--- config.mk ---
export PLATFORM = sky130hd
export DESIGN_NAME = logic_func_prober
export DESIGN_NICKNAME = d
export VERILOG_FILES = /design/src/rtl/logic_func_prober.sv
export SDC_FILE = /design/constraint.sdc
export NUM_CORES = 1
export LEC_CHECK = 0
export BUFFER_PORTS_ARGS = -buffer_cell sky130_fd_sc_hd__buf_2
export CORE_UTILIZATION = 40
export CTS_CLUSTER_SIZE = 14
export DETAILED_ROUTE_END_ITERATION = 12
export PLACE_DENSITY_LB_ADDON = 0.12
export SLEW_MARGIN = 20
export SYNTH_ARGS = -nofsm -noshare
export SYNTH_HDL_FRONTEND = slang
export SYNTH_SLANG_ARGS = --single-unit
--- constraint.sdc ---
create_clock -name clk -period 2.7 [get_ports clk]
set_input_delay 0.135 -clock clk [delete_from_list [all_inputs] [get_ports clk]]
set_output_delay 0.135 -clock clk [all_outputs]
set_load 0.005 [all_outputs]
--- src/rtl/logic_func_prober.sv ---
// logic_func_prober: drives a 2-input logical unit through all four {a,b}
// vectors. It samples the unit's output for each vector and rebuilds the
// 4-bit func code from those samples. It then classifies the code and
// compares it with an expected value.
module logic_func_prober #(
  parameter int unsigned SETTLE_CYCLES = 1
) (
  input  logic       clk,
  input  logic       rst,
  input  logic       start,
  output logic       probe_a,
  output logic       probe_b,
  input  logic       probe_out,
  input  logic [3:0] func_exp,
  output logic       busy,
  output logic       done,
  output logic [3:0] func_found,
  output logic [1:0] func_class,
  output logic       match
);

  localparam int unsigned CNT_W = $clog2(SETTLE_CYCLES + 1);
  localparam logic [CNT_W-1:0] CNT_LAST = CNT_W'(SETTLE_CYCLES - 1);

  typedef enum logic {
    IDLE  = 1'b0,
    PROBE = 1'b1
  } state_t;

  state_t           state_q, state_d;
  logic [1:0]       idx_q, idx_d;
  logic [CNT_W-1:0] cnt_q, cnt_d;
  logic [3:0]       shadow_q, shadow_d;
  logic [3:0]       found_q, found_d;
  logic [1:0]       class_q, class_d;
  logic             match_q, match_d;
  logic             done_q, done_d;
  logic [3:0]       shadow_cap;

  function automatic logic [1:0] classify(input logic [3:0] f);
    case (f)
      4'b1000: classify = 2'b01;
      4'b1110: classify = 2'b10;
      4'b0110: classify = 2'b11;
      default: classify = 2'b00;
    endcase
  endfunction

  // State and result registers, cleared asynchronously
  always_ff @(posedge clk or posedge rst) begin
    if (rst) begin
      state_q  <= IDLE;
      idx_q    <= '0;
      cnt_q    <= '0;
      shadow_q <= '0;
      found_q  <= '0;
      class_q  <= '0;
      match_q  <= 1'b0;
      done_q   <= 1'b0;
    end else begin
      state_q  <= state_d;
      idx_q    <= idx_d;
      cnt_q    <= cnt_d;
      shadow_q <= shadow_d;
      found_q  <= found_d;
      class_q  <= class_d;
      match_q  <= match_d;
      done_q   <= done_d;
    end
  end

  // Sequencing: hold each vector for SETTLE_CYCLES, then capture and advance
  always_comb begin
    state_d    = state_q;
    idx_d      = idx_q;
    cnt_d      = cnt_q;
    shadow_d   = shadow_q;
    found_d    = found_q;
    class_d    = class_q;
    match_d    = match_q;
    done_d     = 1'b0;
    shadow_cap = shadow_q;
    shadow_cap[idx_q] = probe_out;
    case (state_q)
      IDLE: begin
        if (start) begin
          state_d  = PROBE;
          idx_d    = '0;
          cnt_d    = '0;
          shadow_d = '0;
        end
      end
      PROBE: begin
        if (cnt_q == CNT_LAST) begin
          cnt_d    = '0;
          shadow_d = shadow_cap;
          if (idx_q == 2'd3) begin
            // The last sample goes straight into the result, bypassing shadow
            found_d = shadow_cap;
            class_d = classify(shadow_cap);
            match_d = (shadow_cap == func_exp);
            done_d  = 1'b1;
            state_d = IDLE;
            idx_d   = '0;
          end else begin
            idx_d = idx_q + 2'd1;
          end
        end else begin
          cnt_d = cnt_q + CNT_W'(1);
        end
      end
      default: state_d = IDLE;
    endcase
  end

  // Outputs: probe vector driven only while a sequence runs
  always_comb begin
    busy       = (state_q == PROBE);
    probe_a    = busy & idx_q[1];
    probe_b    = busy & idx_q[0];
    done       = done_q;
    func_found = found_q;
    func_class = class_q;
    match      = match_q;
  end

endmodule

==> flow_summary.json <==
{
  "cpMaxStageDelayCell": "dfrtp_1",
  "synth_top_area_cell": "dfrtp_1",
  "maxSlewViolCount": 0,
  "filler_cell_count": 183,
  "wire_per_inst_microns": 11.30,
  "synthCells": 72,
  "die_area_sq_mm": 0.001995,
  "grt_antenna_before_repair": 0,
  "vias": 533,
  "dr.first_iter.drc_count": 1,
  "worstPathArrival_ns": 1.80,
  "yosys.area.top_type_share_pct": 51.55,
  "global_route.usage.total_pct": 15.96,
  "cts.htree.levels": 1,
  "ctsResizeCount": 0,
  "finished_core_util_pct": 51.36,
  "synth_area_leaders": "dfrtp_1 (52%), ha_1 (6.9%), nand2_1 (5.7%), mux2_2 (4.6%), nor2_1 (4.1%)",
  "synth_area_per_cell_sq_um": 10.11,
  "via_per_inst": 4.517,
  "antenna_cells": 0,
  "grt_first_pass_wirelength_microns": 2221,
  "rsz0062_at_grt": "no",
  "fp-row-count": 15,
  "hold_viol_final": 0,
  "worst_path_largest_cell_delay_ns": 0.44,
  "initial_core_util_pct": 42.64,
  "detailedRoute.firstPassIterationCount": 2,
  "critPathTopFamily": "flip-flops",
  "tritoncts_num_sinks": 15,
  "status": "completed",
  "postRouteWirelength_microns": 1333,
  "cell_area_after_synthesis_sq_um": 728.2,
  "cts_inserted_buffers": 3,
  "finalCritPeriodShare_pct": 58.89,
  "timing.critical_path.from_type": "flop",
  "distinct_cell_type_count_of_the_synthesized_netlist": 22,
  "skew_ns": 0.002678,
  "setup_violations": 0,
  "tightest_slew_ns": 0.5653,
  "finalCriticalPeriod_ns": 1.590,
  "setup-tns-final_ns": 0,
  "grt-ovfl-total": 0,
  "worst-path-max-fanout": 6,
  "grt_pass1_vias": 494,
  "crit-reg2reg-launch": "idx_q[0]",
  "max-slew-margin-rel_pct": 62.27,
  "critical_path_sink_type": "flop",
  "final_design_area_no_fill_sq_um": 877.1,
  "timing.critical_path.cells": "inv_1 -> ha_1 -> mux2i_2 -> xor2_1 -> nand4_1 -> o21ai_1",
  "area_taken_by_multi_input_logic_gates_sq_um": 320.3,
  "core_area_sq_mm": 0.001708,
  "crit_path_start": "idx_q[0]",
  "static-leakage-power_nw": 0.4586,
  "syn-num-nets": 84,
  "cap_viol_max_count": 0,
  "sequential_element_share_of_the_synthesized_area_pct": 51.55,
  "dieHeight_microns": 44.67,
  "grt_max_degree": 16,
  "hp-start": "start",
  "regArea_sq_um": 375.4,
  "die-width_microns": 44.67,
  "clockRootBuffer": "clkbuf_4",
  "worst_supply_voltage_drop_on_vdd_uv": 441.9,
  "yosys_warnings": 0,
  "final_common_cell": "buf_2",
  "placedCellCount": 113,
  "mostFrequentLayoutCells": "buf_2 (18), dfrtp_1 (15), nand2_1 (11), nor2_1 (8), inv_1 (5)",
  "post_layout_nonfiller_instances": 118,
  "worstSetupPathType": "reg -> reg",
  "pin_count": 19,
  "hpwlAfterDp_microns": 991.6,
  "powerDensity_mw_per_mm2": 1076,
  "place.port_buffers": 18,
  "share_of_layout_cells_above_drive_strength_1_pct": 32.26,
  "route.detailed.drc": 0,
  "ant_nets": 0,
  "routabilityCongestion": 0.7412,
  "hold_path_class": "in -> reg",
  "layout.nets": 106,
  "holdWs_ns": 0.06649,
  "dpl_cell_area_sq_um": 839.6,
  "achievable-frequency_mhz": 628.9,
  "clk-insertion-delay-late_ns": 0.28,
  "ys_seq_elements": 15,
  "worst_setup_hold_path_clk_slew_ns": 0.09,
  "tritoncts": "built",
  "timing.critical_path.buf_inv": 1,
  "cp_data_required_time_ns": 2.91,
  "area.growth.synth_to_final_pct": 20.45,
  "max-clock-path-buffers": 2
}
==> where the power goes <==
| part | leakage [nW] | internal (mW) | switching, mW |
|---|---|---|---|
| combinational | 0.249 | 0.205 | 0.220 |
| clock | 0.0177 | 0.0549 | 0.0718 |
| sequential | 0.192 | 0.323 | 0.0694 |
==> area by class of cell <==
class / instances / share of cell area, %
flip-flops and latches: 15 / 42.80
well taps: 25 / 3.566
inverters: 6 / 2.568
multi-input cells: 49 / 36.52
repair buffers: 19 / 11.41
clock buffers: 3 / 2.568
clock inverters: 1 / 0.5706
==> cell families (layout without fill, tap and decap cells) <==
group	Yosys count	in the layout	share of synthesized area (%)
AND/OR/NAND/NOR	24	24	13.75
flip-flops	15	15	51.55
AO/OA/AOI/OAI	12	12	10.14
buffers and inverters	8	29	4.466
multiplexers	5	5	8.419
adder cells (fa/ha/maj)	4	4	6.873
XOR/XNOR	4	4	4.812
==> synth_stat cells, drive strengths merged <==
| cell type | n |
|---|---|
| xor2 | 2 |
| a22o | 1 |
| nand2 | 11 |
| mux2i | 2 |
| o31ai | 1 |
| nor2 | 8 |
| inv | 6 |
| ha | 4 |
| nor3 | 1 |
| o21ai | 8 |
| nand2b | 1 |
| and3 | 1 |
| dfrtp | 15 |
| clkbuf | 1 |
| nand3 | 1 |
| mux2 | 3 |
| xnor2 | 2 |
| buf | 1 |
| a31o | 2 |
| nand4 | 1 |
==> state kept, by name, summed over array words and instances, names as in the netlist <==
| name | count |
|---|---|
| func_class | 2 |
| shadow_q | 4 |
| match | 1 |
| func_found | 4 |
| idx_q | 2 |
| busy | 1 |
| done | 1 |
==> final timing paths <==
path,end,slack [ns],cells after the start
setup / recovery,match,1.11,6
hold / removal,idx_q[1],0.07,2
setup reg to reg,match,1.11,6
hold reg to reg,match,0.48,2
max in group asynchronous,shadow_q[0],1.88,3
min in group asynchronous,func_found[1],0.45,3
==> through the flow <==
step	worst slack, ns	power, mW
after floorplan	1.279	0.6989
after global placement	1.134	0.8221
after detailed placement	1.114	0.8287
after CTS	1.083	0.9609
after global routing	0.8807	1.046
final	1.110	0.9442
==> per-layer routing <==
metal / GRT usage [%] / vias up / share of wire [%] / wire, microns
met4: 10.91 / 0 / 1.1 / 14
met3: 3.673 / 2 / 4.3 / 57
met1: 20.36 / 241 / 50 / 664
met2: 23.82 / 13 / 45 / 596
li1: - / 277 / - / -
met5: 0 / - / 0 / 0
==> what timing repair did <==
action / CTS / global route
endpoints found under the hold margin: 15 / 0
endpoints found under the setup margin: 0 / 0
setup buffers: 0 / 0
hold buffers: 1 / 0
==> worst reg2reg max path: cells and delay by family (launching register included) <==
kind	cells	cell delay [ns]
XOR/XNOR	1	0.19
multiplexers	1	0.37
AO/OA/AOI/OAI	1	0.12
adder cells (fa/ha/maj)	1	0.18
AND/OR/NAND/NOR	1	0.10
flip-flops	1	0.44
buffers and inverters	1	0.12
Power figures use the tool's default switching activity.
